`config.mk`:
```
export PLATFORM = sky130hd
export DESIGN_NAME = scan_mux_flat
export DESIGN_NICKNAME = d
export VERILOG_FILES = /design/src/rtl/scan_mux_if.sv /design/src/rtl/scan_mux.sv /design/src/flat_wrapper.sv
export SDC_FILE = /design/constraint.sdc
export NUM_CORES = 1
export LEC_CHECK = 0
export ABC_AREA = 1
export BUFFER_PORTS_ARGS = -buffer_cell sky130_fd_sc_hd__buf_2
export CORE_ASPECT_RATIO = 1.25
export CORE_MARGIN = 3
export CORE_UTILIZATION = 50
export CTS_CLUSTER_SIZE = 28
export DETAILED_ROUTE_END_ITERATION = 8
export GPL_ROUTABILITY_DRIVEN = 0
export GPL_TIMING_DRIVEN = 0
export PLACE_DENSITY = 0.84
export SLEW_MARGIN = 20
export SYNTH_ARGS = -nofsm -noshare
export SYNTH_HDL_FRONTEND = slang
export SYNTH_SLANG_ARGS = --single-unit
```
`constraint.sdc`:
```
create_clock -name CLK -period 1.9 [get_ports CLK]
set_input_delay 0.285 -clock CLK [delete_from_list [all_inputs] [get_ports CLK]]
set_output_delay 0.285 -clock CLK [all_outputs]
set_load 0.005 [all_outputs]
```
`src/rtl/scan_mux_if.sv`:
```
// Channel bank / consumer bundle for scan_mux.
// The master side drives enable, mode, select and channel data; the slave side
// (the multiplexer) returns the registered sample, its tag and the markers.
interface scan_mux_if #(
  parameter int CH = 16,
  parameter int W  = 1
);
  localparam int SEL_W = $clog2(CH);

  logic              E_N;
  logic              MODE;
  logic [SEL_W-1:0]  S;
  logic [CH*W-1:0]   D;
  logic [W-1:0]      Y;
  logic [SEL_W-1:0]  CH_OUT;
  logic              VALID;
  logic              WRAP;

  modport master (
    output E_N, MODE, S, D,
    input  Y, CH_OUT, VALID, WRAP
  );

  modport slave (
    input  E_N, MODE, S, D,
    output Y, CH_OUT, VALID, WRAP
  );
endinterface

```
`src/rtl/scan_mux.sv`:
```
// Registered N-channel multiplexer with manual select and auto-scan.
// Auto-scan holds each channel for DWELL cycles and flags the final sample of
// the last channel with WRAP. All outputs are registered (1-cycle latency).
module scan_mux #(
  parameter  int CH    = 16,
  parameter  int W     = 1,
  parameter  int DWELL = 4,
  localparam int SEL_W = $clog2(CH)
) (
  input logic       CLK,
  input logic       RST_N,
  scan_mux_if.slave bus
);

  localparam int                DCNT_W    = (DWELL > 1) ? $clog2(DWELL) : 1;
  localparam logic [SEL_W-1:0]  CH_LAST   = SEL_W'(CH - 1);
  localparam logic [DCNT_W-1:0] DCNT_LAST = DCNT_W'(DWELL - 1);

  typedef enum logic [1:0] {
    OP_OFF,
    OP_MANUAL,
    OP_AUTO
  } op_e;

  op_e               op;
  logic [W-1:0]      chan [CH];
  logic [W-1:0]      s_data;
  logic [W-1:0]      a_data;
  logic              s_legal;

  logic [SEL_W-1:0]  ch_q,     ch_d;
  logic [DCNT_W-1:0] dcnt_q,   dcnt_d;
  logic [W-1:0]      y_q,      y_d;
  logic [SEL_W-1:0]  ch_out_q, ch_out_d;
  logic              valid_q,  valid_d;
  logic              wrap_q,   wrap_d;

  // Decode the operating mode from enable and mode inputs.
  always_comb begin
    if (bus.E_N)
      op = OP_OFF;
    else if (bus.MODE)
      op = OP_AUTO;
    else
      op = OP_MANUAL;
  end

  // Unpack the channel bank into one entry per channel.
  always_comb begin
    for (int unsigned k = 0; k < CH; k++)
      chan[k] = bus.D[k*W +: W];
  end

  // Select data for the manual select and the scan channel; a select value
  // with no matching channel (CH not a power of two) is flagged illegal.
  always_comb begin
    s_data  = '0;
    a_data  = '0;
    s_legal = 1'b0;
    for (int unsigned k = 0; k < CH; k++) begin
      if (bus.S == SEL_W'(k)) begin
        s_data  = chan[k];
        s_legal = 1'b1;
      end
      if (ch_q == SEL_W'(k))
        a_data = chan[k];
    end
  end

  // Next-state and next-output logic for all three modes.
  always_comb begin
    ch_d     = ch_q;
    dcnt_d   = dcnt_q;
    y_d      = '0;
    ch_out_d = ch_out_q;
    valid_d  = 1'b0;
    wrap_d   = 1'b0;
    unique case (op)
      OP_OFF: begin
        // Outputs blanked; scan position and tag are kept for resumption.
      end
      OP_MANUAL: begin
        // Loading ch and clearing dcnt every cycle makes a later switch to
        // auto start at the selected channel with a full dwell.
        ch_out_d = bus.S;
        dcnt_d   = '0;
        if (s_legal) begin
          y_d     = s_data;
          valid_d = 1'b1;
          ch_d    = bus.S;
        end else begin
          ch_d    = '0;
        end
      end
      OP_AUTO: begin
        y_d      = a_data;
        ch_out_d = ch_q;
        valid_d  = 1'b1;
        if (dcnt_q == DCNT_LAST) begin
          dcnt_d = '0;
          if (ch_q == CH_LAST) begin
            ch_d   = '0;
            wrap_d = 1'b1;
          end else begin
            ch_d   = ch_q + 1'b1;
          end
        end else begin
          dcnt_d = dcnt_q + 1'b1;
        end
      end
      default: begin
      end
    endcase
  end

  // State and output registers with synchronous active-low reset.
  always_ff @(posedge CLK) begin
    if (!RST_N) begin
      ch_q     <= '0;
      dcnt_q   <= '0;
      y_q      <= '0;
      ch_out_q <= '0;
      valid_q  <= 1'b0;
      wrap_q   <= 1'b0;
    end else begin
      ch_q     <= ch_d;
      dcnt_q   <= dcnt_d;
      y_q      <= y_d;
      ch_out_q <= ch_out_d;
      valid_q  <= valid_d;
      wrap_q   <= wrap_d;
    end
  end

  assign bus.Y      = y_q;
  assign bus.CH_OUT = ch_out_q;
  assign bus.VALID  = valid_q;
  assign bus.WRAP   = wrap_q;

endmodule

```
`src/flat_wrapper.sv`:
```
// flat-port wrapper written by rule: the top's interface ports become plain ports
module scan_mux_flat 
#(
  parameter  int CH    = 16,
  parameter  int W     = 1,
  parameter  int DWELL = 4,
  localparam int SEL_W = $clog2(CH)
)
  (CLK, RST_N, bus_E_N, bus_MODE, bus_S, bus_D, bus_Y, bus_CH_OUT, bus_VALID, bus_WRAP);
  scan_mux_if #(.CH(CH), .W(W)) bus_i ();
  input logic CLK;
  input logic RST_N;
  input wire logic [$bits(bus_i.E_N)-1:0] bus_E_N;
  input wire logic [$bits(bus_i.MODE)-1:0] bus_MODE;
  input wire logic [$bits(bus_i.S)-1:0] bus_S;
  input wire logic [$bits(bus_i.D)-1:0] bus_D;
  output wire logic [$bits(bus_i.Y)-1:0] bus_Y;
  output wire logic [$bits(bus_i.CH_OUT)-1:0] bus_CH_OUT;
  output wire logic [$bits(bus_i.VALID)-1:0] bus_VALID;
  output wire logic [$bits(bus_i.WRAP)-1:0] bus_WRAP;
  assign bus_i.E_N = bus_E_N;
  assign bus_i.MODE = bus_MODE;
  assign bus_i.S = bus_S;
  assign bus_i.D = bus_D;
  assign bus_Y = bus_i.Y;
  assign bus_CH_OUT = bus_i.CH_OUT;
  assign bus_VALID = bus_i.VALID;
  assign bus_WRAP = bus_i.WRAP;
  scan_mux #(.CH(CH), .W(W), .DWELL(DWELL)) u_core (.CLK(CLK), .RST_N(RST_N), .bus(bus_i));
endmodule
```
==> flow_summary.toml <==
[run_status]
status = "complete, no violations"

[detailed_routing]
drt_iter0_markers = 44
routed-via-count = 1250
dr.pass1.iters = 5
viasPerCell = 5.71
totalWireLength_mm = 3.01
drc = 0
ant_nets = 0
wl_per_cell_um = 13.8

[timing]
worst_pin_slew_ns = 0.509
post-route-period-util_pct = 92.0
fmax_mhz = 572
hold_viol = 0
setup_violations = 0
skew_ns = 0.00479
fin_crit_ns = 1.75
setup_tns_ns = 0
fin_ws_ns = 0.151
drv_slew = 0
max_slew_margin_pct = 66.1

[logic_synthesis]
ys.flop_type = "dfxtp_1"
yosysWarnings = 0
synthTopCellsByArea = "dfxtp_1, nand2_1, o21ai_0, inv_1, nor2_1"
synth_seq_cells = 13
netlist_top_cells_count = "nand2_1, inv_1, nor2_1"
synth_nets = 196
seq_area_frac_synth_pct = 25.4
syn_inst = 167
synth.largest_area_cell = "dfxtp_1"
synth_edf_count = 0
synth_top_area_share_pct = 25.4
syn_area_um2 = 1020
yosysUniqueCellTypes = 24
yosysMostFrequentCell = "nand2_1"
async_flop_share_pct = 0
syn_avg_cell_area_um2 = 6.14

[grt]
antenna_found_initial = 0
overflow = 0
grt_max_degree = 11
first_global_vias = 1112
grt_first_pass_wirelength_mm = 4.73
grt_use_total_pct = 23.5

[cells_and_area]
n_antenna_cell = 0
final_nets = 230
drive_gt1_share_pct = 21.5
area_growth_pct = 20.0

[floorplan]
dieArea_um2 = 2630
die_y_um = 56.6
core_um2 = 1850
io_pins = 31
initial_core_util_pct = 55.4
fp-row-count = 17
fp.dieW_um = 46.5

[clock_network]
postCtsHoldBufs = 0
ctsRootBufferMaster = "clkbuf_4"
cts_buffers = 3
worstSkewPairLatency_ns = 0.27
postCtsSetupBuffers = 0
cts.sinks = 13
clock_tree.buffer_depth = 2
htreeDepth = 1
cts_tree = "built"
clkTransAtPathRegs_ns = 0.08

[power_and_ir_drop]
p_leak_nw = 0.618
power_density_nw_per_um2 = 536
ir_drop_mv = 0.392

[worst_setup_path]
slowest_stage = "dfxtp_4"
worstReg2RegEnd = "u_core.bus.Y$_SDFF_PN0_"
worstSetupStartpointType = "register"
crit_arrival_ns = 1.96
reg2reg_depth = 20
path_delay_family = "simple AND/OR/NAND/NOR gates"
critPathKind = "register to register"
worstPathRequired_ns = 2.11
max_stage_delay_ns = 0.37
end_kind = "register"
path_max_fanout = 5
r2r-start = "u_core.ch_q[1]$_SDFFE_PN0P_"
path_cells = "inv_1 -> ha_2 -> inv_1 -> nand2_1 -> nand2_1 -> nand2_1 -> nand2_1 -> nand2_1 -> nand2_1 -> nand2_1 -> nand2_1 -> nand2_1 -> nand2_1 -> nand2_1 -> nand2_1 -> nand2_1 -> nand2_1 -> nand2_1 -> nand2_1 -> a21oi_2"
crit_buf_inv = 2
rrSetupSlack_ns = 0.15
crit_cells = 20
crit_path_frequent_cell = "nand2_1"

[worst_hold_path]
min-delay-start = "RST_N"
hold_path.class = "primary input to register"
whs_endpoint = "u_core.bus.CH_OUT[0]$_SDFFE_PN0P_"
hold_depth = 3

[placed_design]
port-buffer-count = 29
dp_hpwl_mm = 2.27
pre_cts_slack_ns = 0.0950

[run]
max-cap-violations = 0
-- per-stage QoR --
step / area (µm²) / utilization, % / total power, mW / hold WS, ns / instances
2_1_floorplan: 1020 / - / 0.423 / 0.383 / 167
4_1_cts: 1220 / 65.9 / 0.659 / 0.299 / 219
6_report: 1230 / 66.5 / 0.660 / 0.301 / 219
3_3_place_gp: 1190 / 64.5 / 0.488 / 0.447 / 215
3_5_place_dp: 1190 / 64.5 / 0.493 / 0.463 / 215
5_1_grt: 1230 / 66.5 / 0.702 / 0.324 / 219
-- final cells by class --
class / count / area, µm²
buffer: 3 / 20.0
clock buffer: 4 / 26.3
fill: 171 / 621
inverter: 24 / 104
multi-input combinational: 127 / 646
sequential: 13 / 265
tap: 19 / 23.8
timing repair buffer: 29 / 145
-- report_power, final --
group	internal (mW)	switching [mW]
Combinational	0.0790	0.118
Sequential	0.287	0.0106
Clock	0.0812	0.0848
Total	0.447	0.213
-- kinds of logic after synthesis --
group / share of synthesized area (%)
AND/OR/NAND/NOR: 31.0
adder cells (fa/ha/maj): 6.11
flip-flops: 25.4
buffers and inverters: 12.1
AO/OA/AOI/OAI: 25.4
-- layout by cell type (no fill, tap or decap), types with 2 or more instances in the layout --
| cell type | Yosys | layout |
|---|---|---|
| nor2_1 | 20 | 20 |
| ha_2 | 0 | 2 |
| buf_2 | 1 | 30 |
| dfxtp_1 | 13 | 11 |
| clkbuf_1 | 1 | 2 |
| ha_1 | 5 | 3 |
| o211ai_1 | 4 | 4 |
| a31oi_1 | 3 | 3 |
| nand2_1 | 46 | 46 |
| a21oi_1 | 12 | 12 |
| nand3_1 | 8 | 8 |
| clkbuf_4 | 0 | 3 |
| inv_1 | 22 | 22 |
| o221ai_1 | 4 | 4 |
| o21ai_0 | 17 | 17 |
-- what timing repair did --
item,4_1_cts,5_1_grt
gates resized for setup,0,5
endpoints found under the hold margin,0,0
endpoints found under the setup margin,0,1
-- tightest hold or removal path, stage by stage --
cell	delay (ns)
buf_2	0.14
nand2_1	0.07
inv_1	0.03
-- how the worst max path moves through the flow --
| stage | startpoint | end |
|---|---|---|
| after global placement | u_core.ch_q[0]$_SDFFE_PN0P_ | u_core.bus.Y$_SDFF_PN0_ |
| after global routing | u_core.ch_q[0]$_SDFFE_PN0P_ | u_core.bus.Y$_SDFF_PN0_ |
| after detailed placement | u_core.ch_q[1]$_SDFFE_PN0P_ | u_core.bus.Y$_SDFF_PN0_ |
| after floorplan | u_core.ch_q[0]$_SDFFE_PN0P_ | u_core.bus.Y$_SDFF_PN0_ |
| final | u_core.ch_q[1]$_SDFFE_PN0P_ | u_core.bus.Y$_SDFF_PN0_ |
| after CTS | u_core.ch_q[1]$_SDFFE_PN0P_ | u_core.bus.Y$_SDFF_PN0_ |
-- state kept, by name, indices dropped and copies added (netlist names) --
name	flops
u_core.bus.CH_OUT	4
u_core.ch_q	4
u_core.dcnt_q	2
u_core.bus.VALID	1
u_core.bus.WRAP	1
u_core.bus.Y	1
-- metal layers --
layer  part of all wire, %  global-route usage, %
met1                    40                   28.4
met2                    52                   41.5
met3                   7.2                   1.60
met4                   1.1                   7.72
met5                     0                      0
Power figures use the tool's default switching activity.
